==> config.mk <==
export PLATFORM = sky130hd
export DESIGN_NAME = filo_arbiter
export DESIGN_NICKNAME = d
export VERILOG_FILES = /design/src/rtl/filo_arbiter.sv
export SDC_FILE = /design/constraint.sdc
export NUM_CORES = 1
export LEC_CHECK = 0
export ABC_AREA = 0
export CORE_MARGIN = 8
export CORE_UTILIZATION = 35
export CTS_BUF_LIST = sky130_fd_sc_hd__clkbuf_8
export DETAILED_ROUTE_END_ITERATION = 8
export PLACE_DENSITY = 0.69
export SLEW_MARGIN = 20
export SYNTH_ARGS = -nofsm -noshare
export SYNTH_HDL_FRONTEND = slang
export SYNTH_SLANG_ARGS = --single-unit
==> constraint.sdc <==
create_clock -name clk -period 5.91 [get_ports clk]
set_input_delay 0.591 -clock clk [delete_from_list [all_inputs] [get_ports clk]]
set_output_delay 0.591 -clock clk [all_outputs]
set_load 0.1 [all_outputs]
==> src/rtl/filo_arbiter.sv <==
// Round-robin arbiter sharing one filo stack among NUM_REQ requesters.
// A shadow occupancy count settles empty pops and full pushes without touching the stack.
module filo_arbiter #(
  parameter int NUM_REQ    = 2,
  parameter int DATA_WIDTH = 8,
  parameter int FILO_DEPTH = 8
) (
  input  logic                             clk,
  input  logic                             reset,
  input  logic [NUM_REQ-1:0]               req_push,
  input  logic [NUM_REQ-1:0]               req_pop,
  input  logic [NUM_REQ*DATA_WIDTH-1:0]    req_data,
  output logic [NUM_REQ-1:0]               gnt,
  output logic [NUM_REQ-1:0]               resp_val,
  output logic                             resp_empty,
  output logic [DATA_WIDTH-1:0]            resp_data,
  output logic [$clog2(FILO_DEPTH+1)-1:0]  count,
  output logic                             stk_wr_en,
  output logic                             stk_rd_en,
  output logic [DATA_WIDTH-1:0]            stk_wr_data,
  input  logic                             stk_wr_ready,
  input  logic [DATA_WIDTH-1:0]            stk_rd_data,
  input  logic                             stk_rd_val
);
  localparam int PTR_W = $clog2(NUM_REQ);
  localparam int CNT_W = $clog2(FILO_DEPTH + 1);
  localparam logic [CNT_W-1:0] DEPTH_C = CNT_W'(FILO_DEPTH);
  localparam logic [PTR_W-1:0] LAST_C  = PTR_W'(NUM_REQ - 1);

  logic [NUM_REQ-1:0]    gnt_q, gnt_d, resp_val_q, resp_val_d, elig_s;
  logic [PTR_W-1:0]      ptr_q, ptr_d, win_s;
  logic [CNT_W-1:0]      count_q, count_d;
  logic [DATA_WIDTH-1:0] wr_data_q, wr_data_d;
  logic                  wr_en_q, wr_en_d, rd_en_q, rd_en_d;
  logic                  pop_q, pop_d, pop_empty_q, pop_empty_d;
  logic                  resp_empty_q, resp_empty_d;
  logic                  full_s, found_s;
  logic                  stk_rd_val_unused;

  assign stk_rd_val_unused = stk_rd_val;

  // Eligibility and round-robin winner search starting at ptr_q.
  always_comb begin
    full_s  = (count_q == DEPTH_C) || !stk_wr_ready;
    found_s = 1'b0;
    win_s   = '0;
    for (int i = 0; i < NUM_REQ; i++) begin
      elig_s[i] = !gnt_q[i] && (req_pop[i] || (req_push[i] && !full_s));
    end
    for (int k = 0; k < NUM_REQ; k++) begin
      if (!found_s && elig_s[(int'(ptr_q) + k) % NUM_REQ]) begin
        found_s = 1'b1;
        win_s   = PTR_W'((int'(ptr_q) + k) % NUM_REQ);
      end else begin
        found_s = found_s;
      end
    end
  end

  // Next-state: issue the winner's operation and stage its pop response.
  always_comb begin
    gnt_d        = '0;
    ptr_d        = ptr_q;
    count_d      = count_q;
    wr_en_d      = 1'b0;
    rd_en_d      = 1'b0;
    wr_data_d    = wr_data_q;
    pop_d        = 1'b0;
    pop_empty_d  = 1'b0;
    resp_val_d   = pop_q ? gnt_q : '0;
    resp_empty_d = pop_q && pop_empty_q;
    if (found_s) begin
      gnt_d[win_s] = 1'b1;
      ptr_d        = (win_s == LAST_C) ? '0 : win_s + PTR_W'(1);
      // Push wins over a simultaneous pop from the same requester.
      if (req_push[win_s] && !full_s) begin
        wr_en_d   = 1'b1;
        wr_data_d = req_data[int'(win_s)*DATA_WIDTH +: DATA_WIDTH];
        count_d   = count_q + CNT_W'(1);
      end else begin
        pop_d = 1'b1;
        if (count_q != '0) begin
          rd_en_d = 1'b1;
          count_d = count_q - CNT_W'(1);
        end else begin
          pop_empty_d = 1'b1;
        end
      end
    end else begin
      ptr_d = ptr_q;
    end
  end

  // State registers with synchronous reset shared with the stack.
  always_ff @(posedge clk) begin
    if (reset) begin
      gnt_q        <= '0;
      ptr_q        <= '0;
      count_q      <= '0;
      wr_en_q      <= 1'b0;
      rd_en_q      <= 1'b0;
      wr_data_q    <= '0;
      pop_q        <= 1'b0;
      pop_empty_q  <= 1'b0;
      resp_val_q   <= '0;
      resp_empty_q <= 1'b0;
    end else begin
      gnt_q        <= gnt_d;
      ptr_q        <= ptr_d;
      count_q      <= count_d;
      wr_en_q      <= wr_en_d;
      rd_en_q      <= rd_en_d;
      wr_data_q    <= wr_data_d;
      pop_q        <= pop_d;
      pop_empty_q  <= pop_empty_d;
      resp_val_q   <= resp_val_d;
      resp_empty_q <= resp_empty_d;
    end
  end

  // Stack read data is forwarded only for a non-empty response.
  always_comb begin
    if ((resp_val_q != '0) && !resp_empty_q) begin
      resp_data = stk_rd_data;
    end else begin
      resp_data = '0;
    end
  end

  assign gnt         = gnt_q;
  assign resp_val    = resp_val_q;
  assign resp_empty  = resp_empty_q;
  assign count       = count_q;
  assign stk_wr_en   = wr_en_q;
  assign stk_rd_en   = rd_en_q;
  assign stk_wr_data = wr_data_q;
endmodule

==> impl_metrics.csv <==
group,metric,value,unit
floorplanning,dieWidth,72.6,um
grt,grt_start_max_net_pins,21,
grt,grt_first_pass_wirelength,4800,um
yosys,yosys_register_bits,22,
drt,drc_errors,0,
floorplanning,die_h,72.6,um
final_layout,diodes,0,
clock_tree,clk_path_buf_depth,2,
min_path,hp-class,"flip-flop to flip-flop",
yosys,avgSynthCellArea,10.0,um^2
yosys,synthCells,112,
pwr,p_leak,0.735,nW
final_layout,syn2layout_area_growth,60.3,%
pwr,power.internal,421,uW
pwr,sw_frac_of_total,47.8,%
drt,vias_per_cell,4.85,
drt,wl_met2,1540,um
setup_path,cp-end-kind,"flip-flop",
setup_path,critical_path_required,6060,ps
grt,grt.total_usage,11.0,%
drt,wl_met3,290,um
clock_tree,cts-root-buf,"clkbuf_8",
sta,max_freq,0.294,GHz
clock_tree,postCtsResizedCells,0,
clock_tree,numCtsBuffers,3,
floorplanning,die-area,0.00527,mm^2
run_status,status,"completed",
placed_design,dp_hpwl,2500,um
setup_path,critPathLaunchType,"input port",
drt,top_layer,"met4",
sta,slew_violations,0,
pwr,power_density,448,mW/mm^2
grt,grt-ovfl-total,0,
setup_path,path_cells,"clkdlybuf4s50_1 > nor4bb_1 > a21oi_4 > nor3b_4 > or2_4 > inv_1 > ha_1 > a21o_1 > a21o_1 > nand3b_1 > o21ai_1 > mux2_1",
sta,setup_viol,0,
drt,via_count,1033,
sta,setup_tns,0,ps
drt,first_pass_iters,4,
sta,slew_headroom,33.1,%
floorplanning,initial_utilization,36.8,%
yosys,synth_edf_count,0,
clock_tree,cts_tree,"done",
sta,final-hold-violation-count,0,
sta,tightest_slew,997,ps
pwr,seq_power_share,25.7,%
setup_path,critPathMaxStageDelay,580,ps
drt,routedWlPerCell,14.3,um
clock_tree,insertion_delay,250,ps
clock_tree,clk_pin_slew,80,ps
final_layout,fill_cells,274,
clock_tree,clkSinkCount,22,
placed_design,placed_area,0.00173,mm^2
yosys,ys_async_sr_fraction,0,%
clock_tree,cts_setup_buffers,0,
setup_path,criticalPathCategory,"input port to flip-flop",
sta,post-route-period-util,57.5,%
sta,skew,2.84,ps
drt,met1_length,1160,um
final_layout,nNetsFinal,205,
clock_tree,ctsHoldBuffers,0,
placed_design,gp_congestion,0.807,
drt,ant_nets,0,
setup_path,critPathArrivalTime,3540,ps
floorplanning,coreArea,0.00305,mm^2
final_layout,final_area,0.00180,mm^2
floorplanning,rows,20,
yosys,netlist_area,0.00112,mm^2
drt,wirelength,3050,um
pwr,pwr-share-comb,57.4,%
drt,drt-initial-drc-count,19,
yosys,yosys_warnings,0,
sta,period_needed,3400,ps
yosys,ys.flop_type,"dfxtp_1",
grt,antenna_found_initial,0,
clock_tree,htreeDepth,1,
grt,grt_pass1_vias,1054,
setup_path,critPathMostFrequentCell,"a21o_1",
setup_path,crit_slowest_cell,"clkdlybuf4s50_1",
sta,rsz0062_at_grt,"false",
pwr,p_sw,385,uW
pwr,ir_worst_vdd,483,uV
yosys,syn_nets,147,
yosys,yosysSeqAreaShare,39.2,%
setup_path,cp_max_fo,6,
floorplanning,io_pins,59,
pwr,p_clk_share,16.9,%
final_layout,drive_above_1_share,11.2,%
job,drv_cap,0,
yosys,ys_types,35,
placed_design,portBuffers,57,
==> state kept, by name, summed over array words and instances, names as in the netlist <==
register,count
stk_rd_en,1
resp_val,2
pop_empty_q,1
gnt,2
pop_q,1
stk_wr_en,1
resp_empty,1
stk_wr_data,8
count,4
ptr_q,1
==> cell usage in the layout (no fill, tap or decap), types with 2 or more instances in the layout <==
cell type / synthesis / routed
a21oi_4: 2 / 2
nor2b_1: 3 / 3
a21o_1: 2 / 2
clkbuf_8: 0 / 3
nand3_1: 2 / 2
dfxtp_1: 22 / 22
and2_1: 12 / 12
o21ai_1: 3 / 3
mux2_2: 8 / 8
nor2_1: 19 / 19
inv_1: 2 / 2
mux2i_1: 10 / 10
clkdlybuf4s50_1: 0 / 57
xor2_1: 2 / 2
ha_1: 2 / 2
==> power groups by stage <==
stage / logic (mW) / clock network [mW] / registers [mW]
6_report: 0.463 / 0.137 / 0.207
4_1_cts: 0.468 / 0.141 / 0.208
2_1_floorplan: 0.184 / 0 / 0.386
3_5_place_dp: 0.466 / 0 / 0.211
5_1_grt: 0.489 / 0.148 / 0.214
3_3_place_gp: 0.461 / 0 / 0.209
==> Yosys cell counts, drive strengths merged (2+ instances only) <==
cell	number	area share, %
a21oi	2	2.9
nor3b	2	2.3
nand3	2	0.89
and2	12	6.7
nor2b	3	1.7
buf	2	1.1
nor2	19	6.4
mux2	9	9.0
inv	2	0.67
xor2	2	1.6
o21ai	4	1.8
a21o	2	1.3
ha	2	2.2
clkbuf	2	0.67
mux2i	10	8.9
dfxtp	22	39
==> worst max-delay path, delay by kind of cell <==
kind                     cells  cell delay (ps)
AND/OR/NAND/NOR              4             1020
adder cells (fa/ha/maj)      1              240
AO/OA/AOI/OAI                4              670
multiplexers                 1              330
buffers and inverters        2              690
==> per-layer routing <==
metal	vias up	GRT usage (%)
met1	479	11.5
met2	42	20.0
met4	0	4.22
li1	506	-
met3	6	3.57
met5	-	0
==> final cells by class <==
| type | instances | area [um^2] | area share, % |
|---|---|---|---|
| inverter | 2 | 7.51 | 0.417 |
| clock buffer | 3 | 41.3 | 2.29 |
| timing repair buffer | 57 | 571 | 31.7 |
| clock inverter | 1 | 30.0 | 1.67 |
| multi-input combinational | 84 | 654 | 36.4 |
| sequential | 22 | 440 | 24.5 |
| tap | 44 | 55.1 | 3.06 |
==> worst paths after layout <==
path	from	to	slack [ps]	cells past startpoint
hold / removal	pop_empty_q	resp_empty	440	1
hold reg to reg	pop_empty_q	resp_empty	440	1
setup reg to reg	count[0]	count[3]	2640	11
setup / recovery	stk_wr_ready	count[3]	2510	12
==> kinds of logic after synthesis <==
family	after synthesis	synth area share [%]
AOI/OAI and AO/OA	14	11.4
xor gates and xnor gates	2	1.56
adders and majority gates	3	4.01
buffers and inverters	6	2.45
DFF	22	39.2
muxes	19	17.9
and+or+nand+nor	46	23.4
==> metrics by stage <==
step                      hold WS, ps  setup slack [ps]  utilization [%]  total power, mW  std cells
after detailed placement          421              2230             56.6            0.676        209
after floorplan                   406              2290                -            0.570        112
final                             442              2510             58.9            0.807        213
after global routing              479              2370             58.9            0.851        213
after CTS                         448              2490             58.9            0.817        213
after global placement            416              2300             56.6            0.669        209
Note: power is estimated with default switching activity, not from simulation.
